### config.mk
export PLATFORM = sky130hd
export DESIGN_NAME = mem_port_arbiter
export DESIGN_NICKNAME = d
export VERILOG_FILES = /design/src/rtl/mem_port_arbiter.sv
export SDC_FILE = /design/constraint.sdc
export NUM_CORES = 1
export LEC_CHECK = 0
export ABC_AREA = 1
export CORE_UTILIZATION = 36
export CTS_CLUSTER_DIAMETER = 50
export DETAILED_ROUTE_END_ITERATION = 6
export MAX_ROUTING_LAYER = met4
export PLACE_DENSITY = 0.77
export SYNTH_ARGS = -nofsm -noshare
export SYNTH_HDL_FRONTEND = slang
export SYNTH_SLANG_ARGS = --single-unit
### constraint.sdc
create_clock -name clk -period 2.6 [get_ports clk]
set_input_delay 0.39 -clock clk [delete_from_list [all_inputs] [get_ports clk]]
set_output_delay 0.39 -clock clk [all_outputs]
set_load 0.01 [all_outputs]
### src/rtl/mem_port_arbiter.sv
// rtl/mem_port_arbiter.sv - fetch/data arbiter for the single unified memory port
// One transaction outstanding; data wins unless fetch has waited STARVE_MAX data grants.
module mem_port_arbiter #(
   parameter int AW         = 32,
   parameter int DW         = 32,
   parameter int STARVE_MAX = 4
) (
   input  logic            clk,
   input  logic            reset,
   input  logic            i_req,
   input  logic [AW-1:0]   i_addr,
   input  logic            i_flush,
   output logic            i_ack,
   output logic [DW-1:0]   i_rdata,
   input  logic            d_req,
   input  logic            d_we,
   input  logic [AW-1:0]   d_addr,
   input  logic [DW-1:0]   d_wdata,
   input  logic [DW/8-1:0] d_be,
   output logic            d_ack,
   output logic [DW-1:0]   d_rdata,
   output logic            m_req,
   output logic            m_we,
   output logic [AW-1:0]   m_addr,
   output logic [DW-1:0]   m_wdata,
   output logic [DW/8-1:0] m_be,
   input  logic            m_gnt,
   input  logic            m_rvalid,
   input  logic [DW-1:0]   m_rdata,
   output logic            stall_f,
   output logic            stall_m
);

   localparam int CW = $clog2(STARVE_MAX + 1);
   localparam logic [CW-1:0] STARVE_LIM = CW'(STARVE_MAX);

   typedef enum logic [1:0] {S_IDLE, S_REQ, S_WAIT} state_t;

   state_t        r_state;
   logic          r_own_i;
   logic          r_own_d;
   logic          r_drop;
   logic [CW-1:0] r_starve;

   logic w_i_ok;
   logic w_force_i;
   logic w_d_win;
   logic w_i_win;
   logic w_rsp;

   assign w_i_ok    = i_req & ~i_flush;
   assign w_force_i = w_i_ok & (r_starve == STARVE_LIM);
   assign w_d_win   = d_req & ~w_force_i;
   assign w_i_win   = w_i_ok & ~w_d_win;
   assign w_rsp     = (r_state == S_WAIT) & m_rvalid;

   // A flush in the response cycle itself must also kill the fetch ack.
   assign i_ack   = w_rsp & r_own_i & ~r_drop & ~i_flush;
   assign d_ack   = w_rsp & r_own_d;
   assign i_rdata = m_rdata;
   assign d_rdata = m_rdata;
   assign stall_f = i_req & ~i_ack;
   assign stall_m = d_req & ~d_ack;

   always_ff @(posedge clk or posedge reset) begin
      if (reset) begin
         r_state  <= S_IDLE;
         r_own_i  <= 1'b0;
         r_own_d  <= 1'b0;
         r_drop   <= 1'b0;
         r_starve <= '0;
         m_req    <= 1'b0;
         m_we     <= 1'b0;
         m_addr   <= '0;
         m_wdata  <= '0;
         m_be     <= '0;
      end else begin
         case (r_state)
            S_IDLE: begin
               if (w_d_win) begin
                  r_state <= S_REQ;
                  r_own_d <= 1'b1;
                  m_req   <= 1'b1;
                  m_we    <= d_we;
                  m_addr  <= d_addr;
                  m_wdata <= d_wdata;
                  m_be    <= d_be;
                  if (!i_req)
                     r_starve <= '0;
                  else if (r_starve != STARVE_LIM)
                     r_starve <= r_starve + CW'(1);
               end else if (w_i_win) begin
                  r_state  <= S_REQ;
                  r_own_i  <= 1'b1;
                  m_req    <= 1'b1;
                  m_we     <= 1'b0;
                  m_addr   <= i_addr;
                  m_wdata  <= '0;
                  m_be     <= '1;
                  r_starve <= '0;
               end
            end
            S_REQ: begin
               if (r_own_i && i_flush)
                  r_drop <= 1'b1;
               if (m_gnt) begin
                  m_req   <= 1'b0;
                  r_state <= S_WAIT;
               end
            end
            S_WAIT: begin
               if (r_own_i && i_flush)
                  r_drop <= 1'b1;
               if (m_rvalid) begin
                  r_state <= S_IDLE;
                  r_own_i <= 1'b0;
                  r_own_d <= 1'b0;
                  r_drop  <= 1'b0;
               end
            end
            default: r_state <= S_IDLE;
         endcase
      end
   end

endmodule

==> flow_summary.json, run 1 <==
{
  "status": "finished clean",
  "gp_congestion": 0.8154,
  "dr.pass1.iters": 4,
  "fp.dieH_um": 109.5,
  "nets": 805,
  "grt_max_degree": 42,
  "peakVddDrop_mv": 0.4743,
  "grtUsageTotal_pct": 18.80,
  "period_minus_slack_ns": 2.262,
  "p_per_area_nw_per_um2": 1002,
  "totalWireLength_mm": 10.86,
  "drive_above_1_share_pct": 5.113,
  "core_area_um2": 11030,
  "placed_area_um2": 5632,
  "hold_viol_final": 0,
  "ys.flop_type": "dfrtp_1",
  "route.vias.total": 3739,
  "fp.dieW_um": 109.5,
  "synth.distinct_cells": 25,
  "grt_pass1_wl_mm": 17.04,
  "cts-root-buf": "clkbuf_16",
  "cpMaxStageDelayCell": "clkdlybuf4s50_1",
  "reg2reg_depth": 8,
  "cts_tree": "done",
  "ys_ff_latch": 78,
  "holdBufCountCts": 0,
  "io_buffer_count": 181,
  "ant_nets": 0,
  "h-tree-depth": 3,
  "leakage_nw": 2.963,
  "vias_per_cell": 4.645,
  "clock-sinks": 78,
  "start_util_pct": 37.72,
  "maxCapViolations": 0,
  "yosysTopAreaCell": "dfrtp_1",
  "place_hpwl_mm": 8.057,
  "die_area_um2": 11990,
  "min_from": "m_wdata[17]",
  "design_area_um2": 5907,
  "netlist_top_cells_area": "dfrtp_1 47%, nand2_1 26%, buf_4 12%",
  "syn2layout_area_growth_pct": 41.99,
  "yosysTopAreaCellShare_pct": 46.92,
  "r2r-end": "r_starve[0]",
  "worstSetupStartpointType": "flip-flop",
  "timing.clock.skew_ns": 0.006774,
  "cts_resized": 0,
  "r2r_start": "r_state[0]",
  "cts_setup_buffers": 0,
  "synth_warnings": 0,
  "clock_latency_ns": 0.33,
  "worst_path_largest_cell_delay_ns": 0.54,
  "arrival_ns": 1.87,
  "cts-buffers-inserted": 9,
  "async_flop_share_pct": 100.0,
  "synth-edff-count": 0,
  "period_share_pct": 87.01,
  "drc": 0,
  "cts_max_path_buffers": 2,
  "min_path_type": "flip-flop to flip-flop",
  "ys_seq_area_share_pct": 46.92,
  "critPathMaxFanout": 4,
  "endpoint_kind": "output pin",
  "synth_cells": 549,
  "fmax_ghz": 0.4420,
  "grt_pass1_vias": 3727,
  "antenna_found_initial": 0,
  "antenna_cells": 0,
  "io_pins": 278,
  "rsz0062_at_grt": "no",
  "fillers": 1013,
  "postSynthAreaPerCell_um2": 7.578,
  "clkTransAtPathRegs_ns": 0.06,
  "tightest_slew_ns": 0.6912,
  "rows": 38,
  "grt.overflow.total": 0,
  "setup_tns_ns": 0,
  "crit_path_frequent_cell": "nor2_1",
  "min_to": "m_wdata[17]",
  "slew_violations": 0,
  "routedWlPerCell_um": 13.49,
  "r2r_slack_ns": 0.69,
  "required_ns": 2.21,
  "synth.cell_area_um2": 4160,
  "setup.worst_path.class": "flip-flop to output pin",
  "first_iter_violations": 185,
  "setup_violations": 0,
  "path_cells": "inv_1 > ha_1 > nand2_1 > nor2_1 > nor2_1 > clkdlybuf4s50_1",
  "synth_nets": 694,
  "relSlewSlack_pct": 53.87,
  "hold_depth": 2
}
layout make-up:
| class | instances | area [um2] | area share, % |
|---|---|---|---|
| clock buffers | 10 | 229.0 | 3.876 |
| clock inverters | 6 | 46.29 | 0.7837 |
| inverters | 17 | 65.06 | 1.101 |
| multi-input cells | 365 | 1530 | 25.91 |
| flip-flops and latches | 78 | 1952 | 33.04 |
| well taps | 140 | 175.2 | 2.965 |
| repair buffers | 189 | 1909 | 32.32 |
flip-flops by register name, indices dropped and copies added, names as in the netlist:
| signal | flops |
|---|---|
| m_be | 4 |
| m_wdata | 32 |
| r_own_i | 1 |
| r_drop | 1 |
| m_req | 1 |
| r_starve | 3 |
| r_own_d | 1 |
| m_addr | 32 |
| m_we | 1 |
| r_state | 2 |
power breakdown:
| group | switching [mW] | internal [mW] | total [mW] |
|---|---|---|---|
| Sequential | 0.322 | 1.76 | 2.09 |
| Combinational | 1.29 | 1.39 | 2.67 |
| Clock | 0.504 | 0.653 | 1.16 |
| Total | 2.12 | 3.80 | 5.92 |
cells in the final DEF, fill, tap and decap left out:
master,netlist,layout
o211ai_1,1,1
nand3_1,38,38
inv_6,0,2
nand2_4,1,1
o21ai_0,9,9
o21bai_1,1,1
clkinv_2,0,2
nand3b_1,1,1
clkbuf_16,0,9
clkbuf_1,8,1
nor2_4,1,1
a21oi_1,2,2
nand4_1,1,1
clkdlybuf4s50_1,0,181
buf_12,0,3
nor2_1,8,8
inv_1,14,13
clkinvlp_4,0,2
nand2_1,291,291
nand2_2,1,1
dfrtp_1,78,78
a21oi_4,0,1
nor2_2,1,1
clkinv_4,0,1
inv_2,3,3
ha_1,5,5
or2_2,2,2
buf_4,65,5
a211oi_1,1,1
per-layer routing:
layer	GRT usage, %	up-vias	share of wire, %
met3	4.090	21	7.4
met5	-	-	0
li1	-	1837	-
met1	20.45	1727	40
met2	33.56	154	51
met4	6.952	0	1.6
worst max path at each step:
stage / startpoint / to / slack (ns) / cells after the start
floorplan: reset / m_addr[0] / 0.21 / 1
global placement: i_flush / i_ack / 0.43 / 5
detailed placement: i_flush / i_ack / 0.42 / 5
CTS: r_state[0] / stall_f / 0.34 / 6
global route: r_state[0] / stall_f / 0.24 / 6
finish: r_state[0] / stall_f / 0.34 / 6
synth_stat cells (all sizes together), types with 2 or more instances:
library cell  number
clkbuf             8
ha                 5
nand3             38
nand2            293
nor2              10
o21ai              9
inv               17
buf               81
dfrtp             78
a21oi              3
or2                2
cells by family (layout without fill, tap and decap cells):
logic type | after synthesis | after routing | share of synthesized area [%]
AO/OA/AOI/OAI | 15 | 15 | 2.075
flip-flops | 78 | 78 | 46.92
AND/OR/NAND/NOR | 345 | 345 | 33.02
buffers and inverters | 106 | 222 | 16.48
adder cells (fa/ha/maj) | 5 | 5 | 1.504
worst max-delay path, delay by kind of cell (launching register included):
family        cells  cell delay, ns
buf+inv           2            0.62
flops             1            0.40
simple gates      3            0.30
fa+ha+maj         1            0.22
per-stage QoR:
| stage | std cells | setup slack, ns | util, % | hold WS, ns | total power, mW |
|---|---|---|---|---|---|
| global placement | 789 | 0.4277 | 51.05 | 0.4605 | 4.720 |
| detailed placement | 789 | 0.4182 | 51.05 | 0.4638 | 4.802 |
| floorplan | 549 | 0.2150 | - | 0.4412 | 3.410 |
| finish | 805 | 0.3378 | 53.55 | 0.4774 | 5.918 |
| global route | 805 | 0.2443 | 53.55 | 0.5053 | 6.370 |
| CTS | 805 | 0.3379 | 53.55 | 0.4815 | 5.995 |
No activity file was read; power rests on OpenSTA's default activity.
==> run 2, diff against run 1 <==
Settings changed: CAP_MARGIN set to 20, CORE_MARGIN set to 3.
==> run 2 against run 1 <==
  * Critical path type unchanged
  * Clock-buffer cell count stayed put
  * First-iteration DRC count rose by 5.4%
  * Clock power increased by 9%
  * Register-to-register slack improved by 0.03 ns
  * Worst hold slack worse by 0.0028 ns
  * Sequential power is essentially flat
  * Via count decreased by 0.75%
  * Power is 2.2% higher
==> flow_summary.json, run 2 (synthesized netlist as in run 1, its figures left out) <==
{
  "die_area_um2": 12880,
  "grt.overflow.total": 0,
  "cts_setup_buffers": 0,
  "io_buffer_count": 181,
  "h-tree-depth": 3,
  "cts_tree": "done",
  "layout_commonest_cell": "nand2_1",
  "multi_input_area_um2": 1530,
  "route.vias.total": 3711,
  "fp.dieW_um": 113.5,
  "antenna_found_initial": 0,
  "setup_tns_ns": 0,
  "arrival_ns": 1.83,
  "leakage_nw": 2.976,
  "routedWlPerCell_um": 14.07,
  "maxCapViolations": 0,
  "hold_viol_final": 0,
  "regArea_um2": 1952,
  "place_ws_ns": 0.1499,
  "clkTransAtPathRegs_ns": 0.06,
  "timing.clock.skew_ns": 0.007708,
  "cts_max_path_buffers": 2,
  "dr.pass1.iters": 4,
  "endpoint": "i_ack",
  "period_minus_slack_ns": 2.222,
  "r2r_slack_ns": 0.72,
  "r2r_start": "r_state[0]",
  "critPathLaunch": "r_state[0]",
  "setup_violations": 0,
  "p_per_area_nw_per_um2": 1020,
  "reg2reg_depth": 8,
  "ant_nets": 0,
  "rsz0062_at_grt": "no",
  "required_ns": 2.21,
  "io_pins": 278,
  "gp_congestion": 0.8570,
  "antenna_cells": 0,
  "min_path_type": "flip-flop to flip-flop",
  "endpoint_kind": "output pin",
  "drc": 0,
  "cts_resized": 0,
  "holdBufCountCts": 0,
  "fp.dieH_um": 113.5,
  "cts-root-buf": "clkbuf_16",
  "clock-sinks": 78,
  "place_hpwl_mm": 8.223,
  "totalWireLength_mm": 11.33,
  "worstSetupStartpointType": "flip-flop",
  "fillers": 1016,
  "first_iter_violations": 195,
  "start_util_pct": 37.55,
  "r2r-end": "r_starve[1]",
  "drive_above_1_share_pct": 5.263,
  "grt_pass1_wl_mm": 18.91,
  "fin_ws_ns": 0.3781,
  "fmax_ghz": 0.4501,
  "cts-buffers-inserted": 9,
  "grt_max_degree": 79,
  "vias_per_cell": 4.610,
  "rows": 38,
  "nets": 805,
  "status": "finished clean",
  "tightest_slew_ns": 0.5586,
  "grtUsageTotal_pct": 18.39,
  "largestRegisters": "m_addr: 32 flops, m_wdata: 32 flops, m_be: 4 flops",
  "clock_latency_ns": 0.32,
  "critPathMaxFanout": 4,
  "core_area_um2": 11080,
  "p_total_mw": 6.051,
  "period_share_pct": 85.46,
  "grt_pass1_vias": 3879,
  "setup.worst_path.class": "flip-flop to output pin",
  "relSlewSlack_pct": 62.70,
  "final_cell_mix": "291 x nand2_1, 181 x clkdlybuf4s50_1, 78 x dfrtp_1",
  "peakVddDrop_mv": 0.5932,
  "slew_violations": 0,
  "syn2layout_area_growth_pct": 42.62
}
run 2: cell types whose count changed in the layout (fill, tap and decap cells not counted):
cell       change
buf_12         -1
clkinv_4       -1
clkbuf_8       +1
buf_8          +1
clkbuf_1       -1
bufinv_16      +1
run 2: worst min-delay path by stage:
stage / from / endpoint / slack, ns / cells after the start
floorplan: r_own_d / r_own_d / 0.44 / 2
global placement: r_own_d / r_own_d / 0.46 / 2
detailed placement: m_wdata[6] / m_wdata[6] / 0.46 / 2
CTS: m_addr[5] / m_addr[5] / 0.48 / 2
global route: m_be[1] / m_be[1] / 0.51 / 2
finish: m_addr[5] / m_addr[5] / 0.47 / 2
run 2: stage by stage:
stage               area, um2  instances  hold WS [ns]  util [%]
floorplan                4160        549        0.4412         -
detailed placement       5607        788        0.4644     50.61
global route             5933        805        0.5054     53.56
finish                   5933        805        0.4746     53.56
global placement         5592        787        0.4595     50.47
CTS                      5913        804        0.4804     53.38
run 2: power by group:
group | switching [mW] | internal, mW | leakage [nW]
Combinational | 1.30 | 1.39 | 1.85
Clock | 0.493 | 0.775 | 0.145
Sequential | 0.325 | 1.76 | 0.980
run 2: worst max-delay path: stages, from the launching register on:
cell,delay (ns)
dfrtp_1,0.40
inv_1,0.09
ha_1,0.19
nand2_1,0.12
nor2_1,0.15
clkdlybuf4s50_1,0.55
run 2: layout make-up:
type                       count  share of cell area [%]
timing repair buffer         189                   32.10
multi-input combinational    365                   25.79
tap                          140                   2.952
clock buffer                  10                   4.028
sequential                    78                   32.90
inverter                      17                   1.097
clock inverter                 6                   1.139
run 2: routing by layer:
layer / share of wire (%) / vias to the layer above / GRT usage, %
li1: - / 1838 / -
met1: 42 / 1701 / 22.44
met2: 49 / 134 / 30.11
met3: 6.6 / 38 / 4.828
met4: 2.0 / 0 / 5.369
met5: 0 / - / -
